[src/rtl/des_ip_loader_pkg.sv]
// Shared DES definitions: byte-loader FSM encoding and the initial-permutation table.
package des_ip_loader_pkg;

  typedef enum logic {
    COLLECT = 1'b0,
    LAST    = 1'b1
  } loader_state_e;

  // Output DES bit i (1-based) takes assembled DES bit IP_TABLE[i-1]; DES bit 1 is the MSB.
  localparam int IP_TABLE [64] = '{
    58, 50, 42, 34, 26, 18, 10, 2,
    60, 52, 44, 36, 28, 20, 12, 4,
    62, 54, 46, 38, 30, 22, 14, 6,
    64, 56, 48, 40, 32, 24, 16, 8,
    57, 49, 41, 33, 25, 17,  9, 1,
    59, 51, 43, 35, 27, 19, 11, 3,
    61, 53, 45, 37, 29, 21, 13, 5,
    63, 55, 47, 39, 31, 23, 15, 7
  };

endpackage

[src/rtl/des_initial_permutation.sv]
// DES initial permutation: pure wiring, DES bit j lives at vector index 64-j.
module des_initial_permutation
  import des_ip_loader_pkg::*;
(
  input  logic [63:0] blk_in,
  output logic [63:0] blk_out
);

  for (genvar i = 0; i < 64; i++) begin : g_bit
    localparam int SRC = 64 - IP_TABLE[i];
    assign blk_out[63-i] = blk_in[SRC];
  end

endmodule

[src/rtl/des_ip_loader.sv]
// Assembles 8 plaintext bytes into a DES block and registers IP(block) behind a
// valid/ready handshake; bytes 1-7 of the next block are collected while the output is held.
module des_ip_loader
  import des_ip_loader_pkg::*;
#(
  parameter int BYTES_PER_BLOCK = 8
) (
  input  logic        wClk,
  input  logic        wResetN,
  input  logic [8:1]  wByteIn,
  input  logic        wByteValid,
  output logic        rByteReady,
  input  logic        wFlush,
  output logic [64:1] rBlockOut,
  output logic        rBlockValid,
  input  logic        wBlockReady,
  output logic [2:0]  rByteCount
);

  localparam logic [2:0] LAST_IDX = 3'(BYTES_PER_BLOCK - 1);

  loader_state_e state;
  logic [55:0]   asm_buf;
  logic [63:0]   blk_in;
  logic [63:0]   blk_ip;
  logic          accept;
  logic          load;

  assign rByteReady = !((rByteCount == LAST_IDX) && rBlockValid && !wBlockReady);
  assign accept     = wByteValid && rByteReady;
  assign load       = accept && !wFlush && (state == LAST);

  // The 8th byte bypasses the buffer so the block loads on its own accept edge.
  assign blk_in = {asm_buf, wByteIn};

  des_initial_permutation u_ip (
    .blk_in  (blk_in),
    .blk_out (blk_ip)
  );

  always_ff @(posedge wClk or negedge wResetN) begin
    if (!wResetN) begin
      state       <= COLLECT;
      rByteCount  <= '0;
      asm_buf     <= '0;
      rBlockOut   <= '0;
      rBlockValid <= 1'b0;
    end else begin
      if (wFlush) begin
        state      <= COLLECT;
        rByteCount <= '0;
        asm_buf    <= '0;
      end else if (accept) begin
        case (state)
          COLLECT: begin
            asm_buf[6'd48 - {rByteCount, 3'b000} +: 8] <= wByteIn;
            rByteCount <= rByteCount + 3'd1;
            if (rByteCount == LAST_IDX - 3'd1) state <= LAST;
          end
          LAST: begin
            asm_buf    <= '0;
            rByteCount <= '0;
            state      <= COLLECT;
          end
          default: state <= COLLECT;
        endcase
      end

      if (load) begin
        rBlockOut   <= blk_ip;
        rBlockValid <= 1'b1;
      end else if (rBlockValid && wBlockReady) begin
        rBlockValid <= 1'b0;
      end
    end
  end

endmodule

[config.mk]
export PLATFORM = sky130hd
export DESIGN_NAME = des_ip_loader
export DESIGN_NICKNAME = d
export VERILOG_FILES = /design/src/rtl/des_ip_loader_pkg.sv /design/src/rtl/des_initial_permutation.sv /design/src/rtl/des_ip_loader.sv
export SDC_FILE = /design/constraint.sdc
export NUM_CORES = 1
export LEC_CHECK = 0
export CORE_UTILIZATION = 47
export DETAILED_ROUTE_END_ITERATION = 12
export GPL_TIMING_DRIVEN = 0
export PLACE_DENSITY = 0.73
export SLEW_MARGIN = 0
export SYNTH_ARGS = -nofsm -noshare
export SYNTH_HDL_FRONTEND = slang
export SYNTH_SLANG_ARGS = --single-unit
[constraint.sdc]
create_clock -name wClk -period 7.2 [get_ports wClk]
set_clock_uncertainty 0.2 [all_clocks]
set_input_delay 1.8 -clock wClk [delete_from_list [all_inputs] [get_ports wClk]]
set_output_delay 1.8 -clock wClk [all_outputs]
set_load 0.005 [all_outputs]
==> run_results.csv, run 1 <==
group,metric,value,unit
sta,setup_tns,0,ns
clock_network,h-tree-depth,4,
cells_and_area,design_area,6451,um^2
die,die_w,104.6,um
synth,netlist_top_cells_count,"dfrtp_1, mux2_2, a22o_1",
synth,synth_most_common_cell,"dfrtp_1",
cells_and_area,layout.cells.non_filler,563,
synth,synth_top_area_share,63.28,%
die,initial_core_util,48.10,%
synth,synth_compound_area_share,12.66,%
grt,globalRoute.totalOverflow,0,
grt,grt_usage,21.76,%
die,dieHeight,104.6,um
cells_and_area,drive_gt1_share,29.27,%
clock_network,cts_made_buffers,17,
sta,timing.fmax,202.3,MHz
clock_network,insertion_delay,0.51,ns
cells_and_area,layout.nets,436,
power,switching_share,22.38,%
cells_and_area,diodes,0,
power,internal-power,1.326,mW
synth,synth-main-ff-cell,"dfrtp_1",
die,ios,82,
power,pwr-share-comb,8.0,%
die,fp-row-count,37,
synth,synth_top_family_by_area,"multiplexers",
outcome,outcome,"finished clean",
sta,relSlewSlack,46.79,%
die,design.die.area,10930,um^2
grt,grt_pass1_wl,17720,um
routing,vias,3105,
critical_path,reg2reg_depth,6,
power,power,1.708,mW
routing,first_iter_violations,108,
critical_path,arrival,2.94,ns
routing,wl_per_cell,19.18,um
synth,yosysSeqAreaShare,63.28,%
power,worst_ir_drop_vdd,164.8,uV
sta,hold_viol,0,
sta,tightest_slew,0.7939,ns
routing,first_pass_iters,4,
clock_network,cts_buffer_depth,2,
hold_path,hold_path.class,"flop to flop",
place,detailedPlace.worstSlack,2.262,ns
sta,finalCriticalPeriod,4.944,ns
cells_and_area,area_delta_synth_final,30.50,%
clock_network,cts_sinks,125,
routing,drtAntennaViolNets,0,
cells_and_area,fillers,822,
critical_path,cp.required,5.20,ns
synth,syn_inst,322,
sta,whs,0.2973,ns
place,postPlaceCellArea,5873,um^2
synth,syn_area_per_cell,15.35,um^2
sta,final_max_slew_viol_count,0,
synth,synth_nets,343,
clock_network,clk_pin_slew,0.05,ns
place,hpwl,6902,um
power,seq_power_share,43.4,%
synth,synth-edff-count,0,
power,p_sw,0.3822,mW
synth,synth.area.top_cells,"dfrtp_1, mux2_2, a22o_1",
power,power_density,264.7,nW/um^2
sta,post-route-period-util,68.66,%
grt,first_global_vias,3228,
grt,grt_antenna_before_repair,0,
grt,grt_max_degree,97,
die,coreArea,10280,um^2
synth,synthXorXnorAreaFrac,0.3290,%
flow_run,drv_cap,0,
place,placed_cells,532,
synth,yosysUniqueCellTypes,29,
synth,yosysTopAreaCell,"dfrtp_1",
power,p_leak,3.091,nW
clock_network,cts_tree,"done",
clock_network,cts_setup_buffers,0,
sta,finalSetupViolations,0,
place,routabilityCongestion,0.7875,
clock_network,cts-hold-fix-buffers,0,
critical_path,criticalPathCategory,"input pin to primary output",
synth,ys_warn_count,0,
routing,wirelength,10800,um
critical_path,end_kind,"primary output",
cells_and_area,fin_util,62.77,%
synth,muxShareOfSynthArea,14.58,%
sta,grt_setup_unrepaired,"no",
synth,synth.cell_area,4943,um^2
synth,yosys.area_share.simple,4.758,%
power,power.share.clock,48.6,%
routing,routed_via_density,5.515,
hold_path,hold_depth,1,
synth,ys_seq_elements,125,
clock_network,clockRootBuffer,"clkbuf_8",
critical_path,cp-start-kind,"input pin",
synth,synthArstFlopShare,100.0,%
cells_and_area,regArea,3128,um^2
cells_and_area,multi_input_area,1698,um^2
sta,worst_slack,2.256,ns
place,port_buffers,73,
clock_network,cts_resized,0,
synth,synthAdderAreaFrac,2.025,%
routing,drc_errors,0,
critical_path,worstPathMaxFanout,6,
logic make-up (layout without fill, tap and decap cells):
kind of cell,Yosys count,after routing
DFF,125,125
AOI/OAI and AO/OA,75,75
muxes,64,64
and+or+nand+nor,26,26
buffers and inverters,23,128
adders and majority gates,8,8
xor gates and xnor gates,1,1
worst max-delay path, cell delays in order:
cell	delay (ns)
clkdlybuf4s50_1	0.47
nand3b_4	0.16
clkdlybuf4s50_1	0.52
sequential cells by signal, summed over array words and instances (netlist names):
register and count:
asm_buf 56, rBlockValid 1, state 1, rByteCount 3
rBlockOut 64
area by class of cell:
cell class | count | area share (%)
Clock inverter | 11 | 2.211
Timing Repair Buffer | 74 | 11.77
Sequential cell | 125 | 48.49
Inverter | 4 | 0.2327
Multi-Input combinational cell | 174 | 26.32
Tap cell | 136 | 2.638
Clock buffer | 20 | 6.749
Buffer | 19 | 1.590
layout by cell type (no fill, tap or decap), drive strengths merged, types with 3 or more instances in the layout:
master and n:
a21oi 6, a22o 57, buf 21, bufinv 3
clkbuf 20, clkdlybuf4s50 72, clkinv 5, dfrtp 125
ha 8, inv 5, mux2 64, nand2 6
nand2b 3, nor3 4, o21ai 9
power groups by stage:
stage          sequential [mW]  clock, mW  combinational [mW]
2_1_floorplan            0.753          0              0.0599
3_3_place_gp             0.753          0               0.132
3_5_place_dp             0.754          0               0.136
4_1_cts                  0.742      0.839               0.137
5_1_grt                  0.745      0.874               0.147
6_report                 0.741      0.831               0.136
routing by layer:
layer	part of all wire, %	global-route usage [%]
met5	0	0
met4	1.6	8.265
met3	4.4	5.178
met2	47	32.54
met1	47	30.88
final timing paths:
check | startpoint | endpoint | slack (ns)
setup / recovery | wBlockReady | rByteReady | 2.26
max in group asynchronous | wResetN | state | 5.12
setup reg to reg | rByteCount[0] | asm_buf[45] | 4.16
min in group asynchronous | wResetN | rBlockOut[63] | 0.95
hold / removal | asm_buf[42] | asm_buf[42] | 0.30
hold reg to reg | asm_buf[42] | asm_buf[42] | 0.30
Power figures use the tool's default switching activity.
==> run 2, diff against run 1 <==
--- a/config.mk
+++ b/config.mk
@@ -8,7 +8,7 @@
 export CORE_UTILIZATION = 47
 export DETAILED_ROUTE_END_ITERATION = 12
 export GPL_TIMING_DRIVEN = 0
-export PLACE_DENSITY = 0.73
+export PLACE_DENSITY = 0.76
 export SLEW_MARGIN = 0
 export SYNTH_ARGS = -nofsm -noshare
 export SYNTH_HDL_FRONTEND = slang
==> constraint.sdc (replaced) <==
create_clock -name wClk -period 4.4 [get_ports wClk]
set_clock_uncertainty 0.2 [all_clocks]
set_input_delay 1.1 -clock wClk [delete_from_list [all_inputs] [get_ports wClk]]
set_output_delay 1.1 -clock wClk [all_outputs]
set_load 0.005 [all_outputs]
==> run_results.csv, run 2 (synthesized netlist as in run 1, its figures left out) <==
group,metric,value,unit
outcome,outcome,"finished clean",
die,fp-row-count,37,
routing,first_iter_violations,197,
power,switching_share,24.15,%
cells_and_area,fillers,771,
cells_and_area,diodes,0,
place,routabilityCongestion,0.8027,
sta,timing.fmax,282.3,MHz
critical_path,end_kind,"primary output",
flow_run,drv_cap,0,
critical_path,arrival,2.24,ns
clock_network,cts_made_buffers,17,
cells_and_area,drive_gt1_share,29.74,%
power,seq_power_share,43.6,%
clock_network,cts_buffer_depth,2,
cells_and_area,largest_register,"rBlockOut",
cells_and_area,layout.nets,436,
hold_path,hold_path.class,"flop to flop",
sta,post-route-period-util,80.52,%
place,port_buffers,73,
die,dieHeight,104.6,um
critical_path,criticalPathCategory,"input pin to primary output",
sta,final_max_slew_viol_count,0,
die,die_w,104.6,um
clock_network,cts_tree,"done",
power,power_density,431.7,nW/um^2
routing,routed_via_density,5.593,
sta,relSlewSlack,49.42,%
die,initial_core_util,48.10,%
place,placed_cells,532,
die,ios,82,
cells_and_area,area_delta_synth_final,30.45,%
die,coreArea,10280,um^2
grt,globalRoute.totalOverflow,0,
clock_network,cts_resized,0,
clock_network,cts-hold-fix-buffers,0,
sta,grt_setup_unrepaired,"no",
routing,wl_per_cell,19.39,um
routing,wirelength,10920,um
clock_network,clk_pin_slew,0.06,ns
cells_and_area,top_regs,"rBlockOut (64), asm_buf (56), rByteCount (3)",
cells_and_area,final_cell_mix,"dfrtp_1, clkdlybuf4s50_1, mux2_2, a22o_1, clkbuf_16",
sta,finalSetupViolations,0,
critical_path,worstPathMaxFanout,6,
grt,first_global_vias,3303,
hold_path,min-delay-start,"asm_buf[22]",
critical_path,rr_startpoint,"rByteCount[0]",
place,hpwl,6885,um
sta,finalCriticalPeriod,3.543,ns
cells_and_area,final_common_cell,"dfrtp_1",
critical_path,cp.required,3.10,ns
power,pwr-share-comb,8.0,%
power,worst_ir_drop_vdd,243.6,uV
grt,grt_usage,22.05,%
power,power.share.clock,48.5,%
cells_and_area,largest_reg_flops,64,
power,internal-power,2.112,mW
clock_network,clockRootBuffer,"clkbuf_8",
routing,first_pass_iters,7,
clock_network,insertion_delay,0.52,ns
routing,drtAntennaViolNets,0,
critical_path,startpoint,"wBlockReady",
clock_network,cts_sinks,125,
sta,whs,0.2955,ns
critical_path,cp-start-kind,"input pin",
sta,tightest_slew,0.7546,ns
grt,grt_max_degree,69,
routing,drc_errors,0,
power,p_sw,0.6722,mW
routing,vias,3149,
critical_path,rrSetupSlack,1.48,ns
clock_network,cts_setup_buffers,0,
sta,hold_viol,0,
cells_and_area,layout.cells.non_filler,563,
grt,grt_pass1_wl,18020,um
power,p_leak,3.088,nW
die,design.die.area,10930,um^2
cells_and_area,fin_util,62.75,%
grt,grt_antenna_before_repair,0,
clock_network,h-tree-depth,4,
==> run 2: changes by cell type in the layout (fill, tap and decap cells not counted) <==
cell | before | now
clkinv_4 | 1 | 4
clkbuf_1 | 2 | 0
clkinv_2 | 4 | 1
inv_8 | 0 | 1
inv_6 | 1 | 4
clkbuf_8 | 2 | 1
bufinv_16 | 3 | 2
==> run 2: metal layers <==
layer	global-route usage [%]	wire (um)
met5	0	0
met4	8.469	295
met3	6.301	583
met2	33.54	5221
met1	30.09	4817
==> run 2: final timing paths <==
kind | to | depth (start not counted)
setup / recovery | rByteReady | 3
min in group asynchronous | rBlockOut[53] | 1
max in group asynchronous | asm_buf[3] | 2
setup reg to reg | asm_buf[41] | 6
hold reg to reg | asm_buf[22] | 1
hold / removal | asm_buf[22] | 1
==> run 2: power by group through the flow <==
stage	combinational (mW)	sequential, mW	clock (mW)
CTS	0.225	1.21	1.37
global route	0.242	1.22	1.42
finish	0.222	1.21	1.35
global placement	0.214	1.23	0
detailed placement	0.222	1.23	0
floorplan	0.0980	1.23	0
==> run 2: through the flow <==
| stage | instance area (um^2) | total power [mW] | setup WS [ns] | TNS (ns) |
|---|---|---|---|---|
| 6_report | 6449 | 2.784 | 0.8573 | 0 |
| 5_1_grt | 6449 | 2.881 | 0.8122 | 0 |
| 4_1_cts | 6449 | 2.803 | 0.8505 | 0 |
| 3_5_place_dp | 5873 | 1.455 | 0.8556 | 0 |
| 3_3_place_gp | 5844 | 1.446 | -2.506 | -312.66 |
| 2_1_floorplan | 4943 | 1.330 | 1.841 | 0 |
==> run 2: final cells by class <==
cell class,instances,area (um^2),area share [%]
clock buffer,17,414.1,6.422
inverter,4,15.01,0.2328
multi-input combinational,174,1698,26.33
timing repair buffer,74,759.5,11.78
clock inverter,14,161.4,2.503
buffer,19,102.6,1.591
tap,136,170.2,2.639
sequential,125,3128,48.51
==> run 2: worst max-delay path: stages <==
cell and delay [ns]:
clkdlybuf4s50_1 0.47, nand3b_4 0.16, clkdlybuf4s50_1 0.51
==> run 3, diff against run 2 <==
==> constraint.sdc (replaced) <==
create_clock -name wClk -period 3 [get_ports wClk]
set_clock_uncertainty 0.2 [all_clocks]
set_input_delay 0.75 -clock wClk [delete_from_list [all_inputs] [get_ports wClk]]
set_output_delay 0.75 -clock wClk [all_outputs]
set_load 0.005 [all_outputs]
==> run_results.csv, run 3 (synthesized netlist as in run 1, its figures left out) <==
group,metric,value,unit
routing,wirelength,10930,um
clock_network,cts_buffer_depth,2,
critical_path,startpoint,"rByteCount[1]",
grt,grt_pass1_wl,18040,um
cells_and_area,top_regs,"rBlockOut (64), asm_buf (56), rByteCount (3)",
hold_path,hold_path.class,"input pin to async pin",
sta,final_max_slew_viol_count,0,
clock_network,insertion_delay,0.52,ns
critical_path,arrival,1.99,ns
critical_path,cp-start-kind,"flop",
cells_and_area,area_delta_synth_final,30.83,%
cells_and_area,fin_util,62.93,%
clock_network,h-tree-depth,4,
critical_path,worstPathMaxFanout,6,
sta,finalCriticalPeriod,2.943,ns
clock_network,cts_sinks,125,
sta,finalSetupViolations,0,
cells_and_area,diodes,0,
place,hpwl,6885,um
grt,first_global_vias,3305,
place,routabilityCongestion,0.8027,
die,initial_core_util,48.10,%
critical_path,cp.required,2.05,ns
grt,grt_max_degree,69,
critical_path,criticalPathCategory,"flop to primary output",
power,power,4.089,mW
routing,wl_per_cell,19.38,um
die,coreArea,10280,um^2
cells_and_area,largest_register,"rBlockOut",
outcome,outcome,"finished, violations left",
flow_run,drv_cap,0,
sta,whs,-0.009389,ns
cells_and_area,drive_gt1_share,30.61,%
grt,grt_antenna_before_repair,0,
die,fp-row-count,37,
cells_and_area,final_common_cell,"dfrtp_1",
routing,drtAntennaViolNets,0,
sta,timing.fmax,339.8,MHz
clock_network,clk_pin_slew,0.06,ns
sta,hold_viol,7,
sta,tightest_slew,0.8015,ns
sta,setup_tns,0,ns
cells_and_area,multi_input_area,1707,um^2
critical_path,rr_startpoint,"rByteCount[0]",
cells_and_area,layout.cells.non_filler,564,
cells_and_area,fillers,768,
sta,post-route-period-util,98.09,%
critical_path,end_kind,"primary output",
clock_network,cts_made_buffers,17,
power,p_leak,3.097,nW
die,ios,82,
grt,grt_usage,22.08,%
outcome,violations,"hold timing",
cells_and_area,regArea,3131,um^2
routing,routed_via_density,5.606,
routing,drc_errors,0,
cells_and_area,largest_reg_flops,64,
grt,globalRoute.totalOverflow,0,
sta,grt_setup_unrepaired,"no",
clock_network,cts_tree,"done",
routing,first_iter_violations,183,
routing,first_pass_iters,7,
die,dieHeight,104.6,um
place,port_buffers,73,
place,placed_cells,532,
clock_network,clockRootBuffer,"clkbuf_8",
cells_and_area,final_cell_mix,"dfrtp_1, clkdlybuf4s50_1, mux2_2, a22o_1, clkbuf_16",
die,design.die.area,10930,um^2
die,die_w,104.6,um
power,worst_ir_drop_vdd,356.8,uV
sta,relSlewSlack,46.28,%
power,power_density,632.2,nW/um^2
routing,vias,3162,
cells_and_area,layout.nets,437,
## run 3: cell types whose count changed in the layout (fill, tap and decap cells not counted), sizes merged
cell | previous run | this run
buf | 21 | 22
## run 3: stage by stage
step | worst slack [ns] | hold WS (ns) | area, um^2
floorplan | 0.4896 | 0.2544 | 4943
finish | 0.05744 | -0.009389 | 6467
CTS | 0.009677 | 0.003552 | 6459
global placement | -3.556 | 0.2774 | 5844
global route | 0.001239 | 0.02149 | 6467
detailed placement | 0.09600 | 0.2772 | 5873
## run 3: area by class of cell
class	instances	area share, %
Clock buffer	17	6.404
Multi-Input combinational cell	174	26.39
Sequential cell	125	48.40
Buffer	19	1.586
Inverter	4	0.2322
Timing Repair Buffer	75	11.86
Tap cell	136	2.631
Clock inverter	14	2.496
## run 3: routing by layer
metal	up-vias	wire (um)	GRT usage [%]	part of all wire, %
met5	-	0	0	0
met4	0	261	8.469	2.4
li1	1394	-	-	-
met3	24	543	6.301	5.0
met1	1638	4882	30.14	45
met2	106	5241	33.59	48
## run 3: power breakdown
group          internal (mW)  switching, mW  total (mW)  leakage [nW]
Combinational          0.161          0.170       0.330          1.10
Sequential              1.74         0.0328        1.78          1.72
Clock                   1.19          0.788        1.98         0.277
Total                   3.10          0.990        4.09          3.10
## run 3: critical path: stages (launching register included)
cell and delay, ns:
dfrtp_2 0.45, ha_1 0.22, ha_2 0.19, nand3b_4 0.10
clkdlybuf4s50_1 0.51
## run 3: final timing paths
| check | end | slack, ns | cells after the start |
|---|---|---|---|
| max reg2reg | asm_buf[37] | 0.12 | 8 |
| min | rBlockOut[53] | -0.009 | 1 |
| max in group asynchronous | asm_buf[51] | 1.91 | 2 |
| max | rByteReady | 0.06 | 4 |
| min reg2reg | asm_buf[22] | 0.29 | 1 |
| min in group wClk | asm_buf[22] | 0.29 | 1 |
## run 3: repair_timing
| action | 4_1_cts | 5_1_grt |
|---|---|---|
| setup endpoints to repair | 1 | 9 |
| resized for setup | 2 | 2 |
| hold buffers | 0 | 0 |
| setup buffers | 1 | 0 |
